==> src/rtl/pipe_ctrl_pkg.sv <==
// Shared types for the pipeline control chain: the RV32I control bundle,
// its packed width, the bubble word and pack/unpack helpers.
package pipe_ctrl_pkg;

    typedef struct packed {
        logic       reg_write;
        logic [1:0] wd_src;
        logic       mem_write;
        logic [2:0] funct3;
        logic       branch;
    } ctrl_bundle_t;

    localparam int CTRL_W = $bits(ctrl_bundle_t);

    localparam logic [CTRL_W-1:0] CTRL_BUBBLE = '0;

    function automatic logic [CTRL_W-1:0] ctrl_pack(input ctrl_bundle_t b);
        return b;
    endfunction

    function automatic ctrl_bundle_t ctrl_unpack(input logic [CTRL_W-1:0] w);
        return ctrl_bundle_t'(w);
    endfunction

endpackage

==> src/rtl/pipe_ctrl_stage.sv <==
// One valid+control register of the chain. Next-state priority:
// reset > flush > stall (hold) > upstream holding (bubble) > load from upstream.
module pipe_ctrl_stage
    import pipe_ctrl_pkg::*;
#(
    parameter int W = CTRL_W
) (
    input  logic         clk,
    input  logic         reset,
    input  logic         up_valid,
    input  logic [W-1:0] up_ctrl,
    input  logic         up_hold,
    input  logic         flush,
    input  logic         stall,
    output logic         valid_q,
    output logic [W-1:0] ctrl_q
);

    logic         valid_d;
    logic [W-1:0] ctrl_d;

    always_comb begin
        // NOTE: defaults first so every branch assigns both signals; no latch is inferred.
        valid_d = valid_q;
        ctrl_d  = ctrl_q;
        if (flush) begin
            valid_d = 1'b0;
            ctrl_d  = W'(CTRL_BUBBLE);
        end else if (stall) begin
            valid_d = valid_q;
            ctrl_d  = ctrl_q;
        end else if (up_hold) begin
            // Upstream is frozen: taking its word now would duplicate it.
            valid_d = 1'b0;
            ctrl_d  = W'(CTRL_BUBBLE);
        end else begin
            valid_d = up_valid;
            ctrl_d  = up_valid ? up_ctrl : W'(CTRL_BUBBLE);
        end
    end

    always_ff @(posedge clk) begin
        // NOTE: non-blocking so every stage samples its neighbour's pre-edge value.
        if (reset) begin
            valid_q <= 1'b0;
            ctrl_q  <= '0;
        end else begin
            valid_q <= valid_d;
            ctrl_q  <= ctrl_d;
        end
    end

endmodule

==> src/rtl/pipe_ctrl_chain.sv <==
// Parametrised chain of pipeline control registers with per-stage stall/flush,
// automatic bubble insertion behind a stall and a saturating bubble counter.
module pipe_ctrl_chain
    import pipe_ctrl_pkg::*;
#(
    parameter int W       = CTRL_W,
    parameter int NSTAGES = 3,
    parameter int CNT_W   = 16
) (
    input  logic                 clk,
    input  logic                 reset,
    input  logic                 in_valid,
    input  logic [W-1:0]         in_ctrl,
    input  logic [NSTAGES-1:0]   stall,
    input  logic [NSTAGES-1:0]   flush,
    output logic [NSTAGES-1:0]   stage_valid,
    output logic [NSTAGES*W-1:0] stage_ctrl,
    output logic                 out_valid,
    output logic [W-1:0]         out_ctrl,
    output logic [CNT_W-1:0]     bubble_cnt
);

    localparam logic [CNT_W-1:0] CNT_MAX = '1;

    for (genvar k = 0; k < NSTAGES; k++) begin : g_stage
        logic         up_valid;
        logic [W-1:0] up_ctrl;
        logic         up_hold;

        if (k == 0) begin : g_head
            assign up_valid = in_valid;
            assign up_ctrl  = in_ctrl;
            assign up_hold  = 1'b0;
        end else begin : g_tail
            assign up_valid = stage_valid[k-1];
            assign up_ctrl  = stage_ctrl[(k-1)*W +: W];
            assign up_hold  = stall[k-1];
        end

        pipe_ctrl_stage #(.W(W)) u_stage (
            .clk      (clk),
            .reset    (reset),
            .up_valid (up_valid),
            .up_ctrl  (up_ctrl),
            .up_hold  (up_hold),
            .flush    (flush[k]),
            .stall    (stall[k]),
            .valid_q  (stage_valid[k]),
            .ctrl_q   (stage_ctrl[k*W +: W])
        );
    end

    assign out_valid = stage_valid[NSTAGES-1];
    assign out_ctrl  = stage_ctrl[(NSTAGES-1)*W +: W];

    logic [CNT_W-1:0] bubble_cnt_d;
    logic [CNT_W-1:0] bubble_cnt_q;

    always_comb begin
        bubble_cnt_d = bubble_cnt_q;
        if (!out_valid && bubble_cnt_q != CNT_MAX) begin
            bubble_cnt_d = bubble_cnt_q + CNT_W'(1);
        end
    end

    always_ff @(posedge clk) begin
        if (reset) begin
            bubble_cnt_q <= '0;
        end else begin
            bubble_cnt_q <= bubble_cnt_d;
        end
    end

    assign bubble_cnt = bubble_cnt_q;

endmodule
==> config.mk <==
export PLATFORM = sky130hd
export DESIGN_NAME = pipe_ctrl_chain
export DESIGN_NICKNAME = d
export VERILOG_FILES = /design/src/rtl/pipe_ctrl_pkg.sv /design/src/rtl/pipe_ctrl_stage.sv /design/src/rtl/pipe_ctrl_chain.sv
export SDC_FILE = /design/constraint.sdc
export NUM_CORES = 1
export LEC_CHECK = 0
export BUFFER_PORTS_ARGS = -buffer_cell sky130_fd_sc_hd__buf_2
export CAP_MARGIN = 20
export CORE_ASPECT_RATIO = 0.75
export CORE_MARGIN = 2
export CORE_UTILIZATION = 50
export CTS_BUF_LIST = sky130_fd_sc_hd__clkbuf_8 sky130_fd_sc_hd__clkbuf_16
export DETAILED_ROUTE_END_ITERATION = 16
export HOLD_SLACK_MARGIN = 0.02
export MAX_ROUTING_LAYER = met4
export PLACE_DENSITY = 0.77
export SETUP_SLACK_MARGIN = 0.1
export SLEW_MARGIN = 20
export SYNTH_ARGS = -nofsm -noshare
export SYNTH_HDL_FRONTEND = slang
export SYNTH_SLANG_ARGS = --single-unit
export TNS_END_PERCENT = 30
==> constraint.sdc <==
create_clock -name clk -period 3.5 [get_ports clk]
set_clock_uncertainty 0.2 [all_clocks]
set_input_delay 0.525 -clock clk [delete_from_list [all_inputs] [get_ports clk]]
set_output_delay 0.525 -clock clk [all_outputs]
set_load 0.01 [all_outputs]
==> impl_summary.md <==
CTS
The CTS root buffer is clkbuf_8. The CTS sink count is 43. After clock tree synthesis, the clock-pin slew on the worst setup and hold paths is 0.09 ns.

Counting the buffers created by CTS gives 5. The clock reaches the later pin of the worst-skew pair after 0.30 ns. TritonCTS built the clock tree. The count of hold buffers inserted by post-cts repair is 0. The number of gates resized after CTS was 0. The clock tree buffer depth is 2. The buffers inserted during post-CTS setup optimization is 0. The total number of H-tree levels is 2.

Global route
The remaining global-route overflow is 0. The number of global-route vias before repair is 1,402. The layer with the highest usage is met1. The largest net degree at the start of global routing is 21. The met1 global-route usage is 0.3136. The global routing usage summed across all routing layers is 0.2110. The initial antenna violation count is 0. The first global-routing pass estimated between 6000 and 7000 microns of wire. The met2 global-route usage is 0.2769. In the global route stage, met3 resource usage came out at 0.04417.

Floorplan
The die boundary width is ~75 microns. The initial core utilization is 0.5177. The die covers 0.004251 sq mm. 69 I/O pins were placed. The number of cell rows is 19. The floorplan step defined a core boundary enclosing between 0.003 and 0.004 sq mm. The vertical die dimension is 56.97 microns.

Yosys
By area the synthesized netlist is led by dfxtp_1 46%, a22oi_1 9.6%, nor2_1 6.4%, buf_4 4.8%, a21oi_1 3.5%. The synthesized netlist occupies a cell area of around 0.0019 sq mm. The number of nets in the synthesized netlist is between 200 and 250. Of all cell types, the one taking the most synthesized area is dfxtp_1. After synthesis, the most frequently instantiated cells are 43 x dfxtp_1, 32 x nor2_1, 24 x a22oi_1. In the synthesized netlist the async set-or-reset flop fraction comes to 0.

Counting flops with a built-in enable in the synthesized netlist gives 0. The share of synthesized area in the top cell type comes to 0.4602. The average instance in the mapped netlist occupies 9.400 sq um. In this run, distinct cell masters in the synthesized netlist total 41. The total of warnings raised by yosys is 0. Synthesis produced a netlist whose cell count is roughly 200. By instance count, the leading cell after synthesis is dfxtp_1. The post-synthesis register bit count is 43. In the synthesized netlist the dominant register cell turns out to be dfxtp_1. The post-synthesis sequential area ratio is 0.4602.

Timing
For the pin with the worst max-slew slack, the measured transition is about 0.74 ns. Setup violations remaining at the end of the flow were counted as 0. Derived from the worst setup path, the maximum achievable clock frequency is about 460 MHz. Dividing the final minimum period by the clock period gives 0.6165. The count of final hold-check violations came to 0. The time the final worst path needs with I/O delays and setup is 2.158 ns.

The sum of negative setup slack is 0 ns. The relative slew slack is 0.5071. Setup repair after global routing left no endpoint under its margin. The number of max-slew violations in the final report is 0.

Finish
The synthesis-to-layout area growth is 19.80%. The finished layout holds 305 standard cells, fillers aside. The share of the core filled with cells in the final layout is 0.6202. In the final layout, the multi-input gates occupy 847.1 sq um. Across the whole layout, storage elements account for 860.8 sq um. In the final layout, the share of cells above drive strength 1 is 0.3636. The final cell area excluding filler cells is 0.002241 sq mm.

The repair_antennas step left the layout with diodes totalling 0. In the final design database the tool counted 270 nets. The filler cells instantiated in the layout total 342.

Critical path
The kind of start point of the critical path is a flip-flop. The slowest stage of the critical path belongs to the cell o41ai_4. The capture point of the worst path is bubble_cnt[1]. The largest incremental delay on the critical path is around 0.64 ns.

The origin of the worst setup path is bubble_cnt[0]. The worst-path maximum fanout is 14. The required time reported for the critical path endpoint is 3.48 ns. The number of buffer and inverter stages on the critical path is 0.

The reg-to-reg critical path startpoint is bubble_cnt[0]. The capturing element type of the critical path is a flip-flop. On the critical path the largest part of the delay comes from compound AO/OA/AOI/OAI gates. The depth of the critical timing path with buffers and inverters included is 5.

The critical path goes through ha_1, nand4_1, o41ai_4, mux2i_1, nor2_1. The worst register-to-register path ends at bubble_cnt[1]. The cell depth of the worst flop-to-flop path is 5. The setup path with the least slack is of type flip-flop to flip-flop. For flop-to-flop paths, the worst setup slack is 1.34 ns. The data arrival time of the critical path is 2.14 ns.

Drt
The detail-routed via count per cell is 5.387. After detailed routing, the average wire length per cell comes to 13.38 microns. The number of DRC markers after the initial detailed-route iteration is 131. In the routed design, unresolved DRC markers number 0. Detailed routing inserted a total of 1,643 vias.

The total length of routed wires is 4080 microns. The first TritonRoute pass finished after 4 iterations. The number of nets still failing antenna checks after routing is 0.

Power
The completed layout was analyzed and its total power is just over 0.9 mW. The power density over the cells is 415.7 mW/mm^2. In this run the static leakage power is 0.9727 nW. The worst-case IR drop observed on VDD is between 200 and 300 uV.

Min path
The tightest min-delay check is of the primary input to flip-flop type. The instance count along the most critical hold path is 3.

Run status
The flow ran to the end, and the final reports show no timing, DRC or antenna violations.

Placement
In this run, placement finished with an instance count of 297. The instance area at placement is 0.002128 sq mm. The half-perimeter wire length after placement is 2930 microns.

Routability-driven placement finished with a final weighted congestion of 0.8935. In this run the tool buffered the top-level ports with 68 buffer cells.

Job
The max-cap check violation count is 0.
==> worst min-delay path: stages <==
cell and delay [ns]:
buf_2 0.08, a22oi_1 0.05, nor2_1 0.07
==> registers in the layout, indices dropped and copies added, names as in the netlist <==
signal	flops
g_stage.u_stage.ctrl_q	24
bubble_cnt	16
g_stage.u_stage.valid_q	3
==> power by group <==
| part | leakage, nW | internal [mW] | switching (mW) |
|---|---|---|---|
| registers | 0.347 | 0.494 | 0.00611 |
| clock network | 0.0581 | 0.212 | 0.175 |
| logic | 0.567 | 0.0178 | 0.0266 |
| total | 0.973 | 0.724 | 0.207 |
==> final cells by class <==
cell class / instances / area share
Inverter: 4 / 0.006700
Tap cell: 52 / 0.02903
Clock buffer: 5 / 0.03071
Sequential cell: 43 / 0.3841
Multi-Input combinational cell: 130 / 0.3780
Clock inverter: 3 / 0.01954
Timing Repair Buffer: 68 / 0.1519
==> layer usage <==
layer / vias up / wire length, microns / part of all wire
met2: 57 / 1687 / 0.41
met3: 4 / 237 / 0.058
li1: 822 / - / -
met4: 0 / 55 / 0.013
met5: - / 0 / 0
met1: 760 / 2099 / 0.51
==> metrics by stage <==
stage               hold WS [ns]  setup WS, ns
global route              0.2501         1.182
global placement          0.2872         1.455
CTS                       0.2470         1.368
floorplan                 0.2712         1.643
finish                    0.2543         1.342
detailed placement        0.3052         1.389
==> logic make-up after synthesis <==
kind of cell / synth area share
AND/OR/NAND/NOR: 0.2167
AO/OA/AOI/OAI: 0.2134
flip-flops: 0.4602
buffers and inverters: 0.08695
multiplexers: 0.01137
XOR/XNOR: 0.004683
adder cells (fa/ha/maj): 0.006688
==> how the worst min path moves through the flow <==
stage                     slack [ns]                       start                           end
after floorplan                 0.27  g_stage[0].u_stage.valid_q    g_stage[0].u_stage.valid_q
after global placement          0.29  g_stage[1].u_stage.valid_q    g_stage[1].u_stage.valid_q
after detailed placement        0.31  g_stage[1].u_stage.valid_q    g_stage[1].u_stage.valid_q
after CTS                       0.25                  in_ctrl[1]  g_stage[0].u_stage.ctrl_q[1]
after global routing            0.25                  in_ctrl[0]  g_stage[0].u_stage.ctrl_q[0]
final                           0.25                  in_ctrl[3]  g_stage[0].u_stage.ctrl_q[3]
==> placed cells by master, fill, tap and decap left out, types with 2 or more instances in the layout <==
cell	synthesis	layout
nand3_1	5	5
a31oi_1	2	2
buf_2	0	68
nand3_2	2	2
inv_1	4	4
nor2b_1	2	2
a211oi_1	2	2
or3_1	2	2
or2_2	3	3
nor3b_2	2	2
nand4_1	2	2
a21oi_1	13	13
nor2_1	32	32
nand2_1	3	3
a22oi_1	24	24
o31ai_1	7	7
o21ai_1	3	3
or3_2	3	3
or4_1	5	5
dfxtp_1	43	43
nor3_1	2	2
clkbuf_8	0	5
Note: power is estimated with default switching activity, not from simulation.
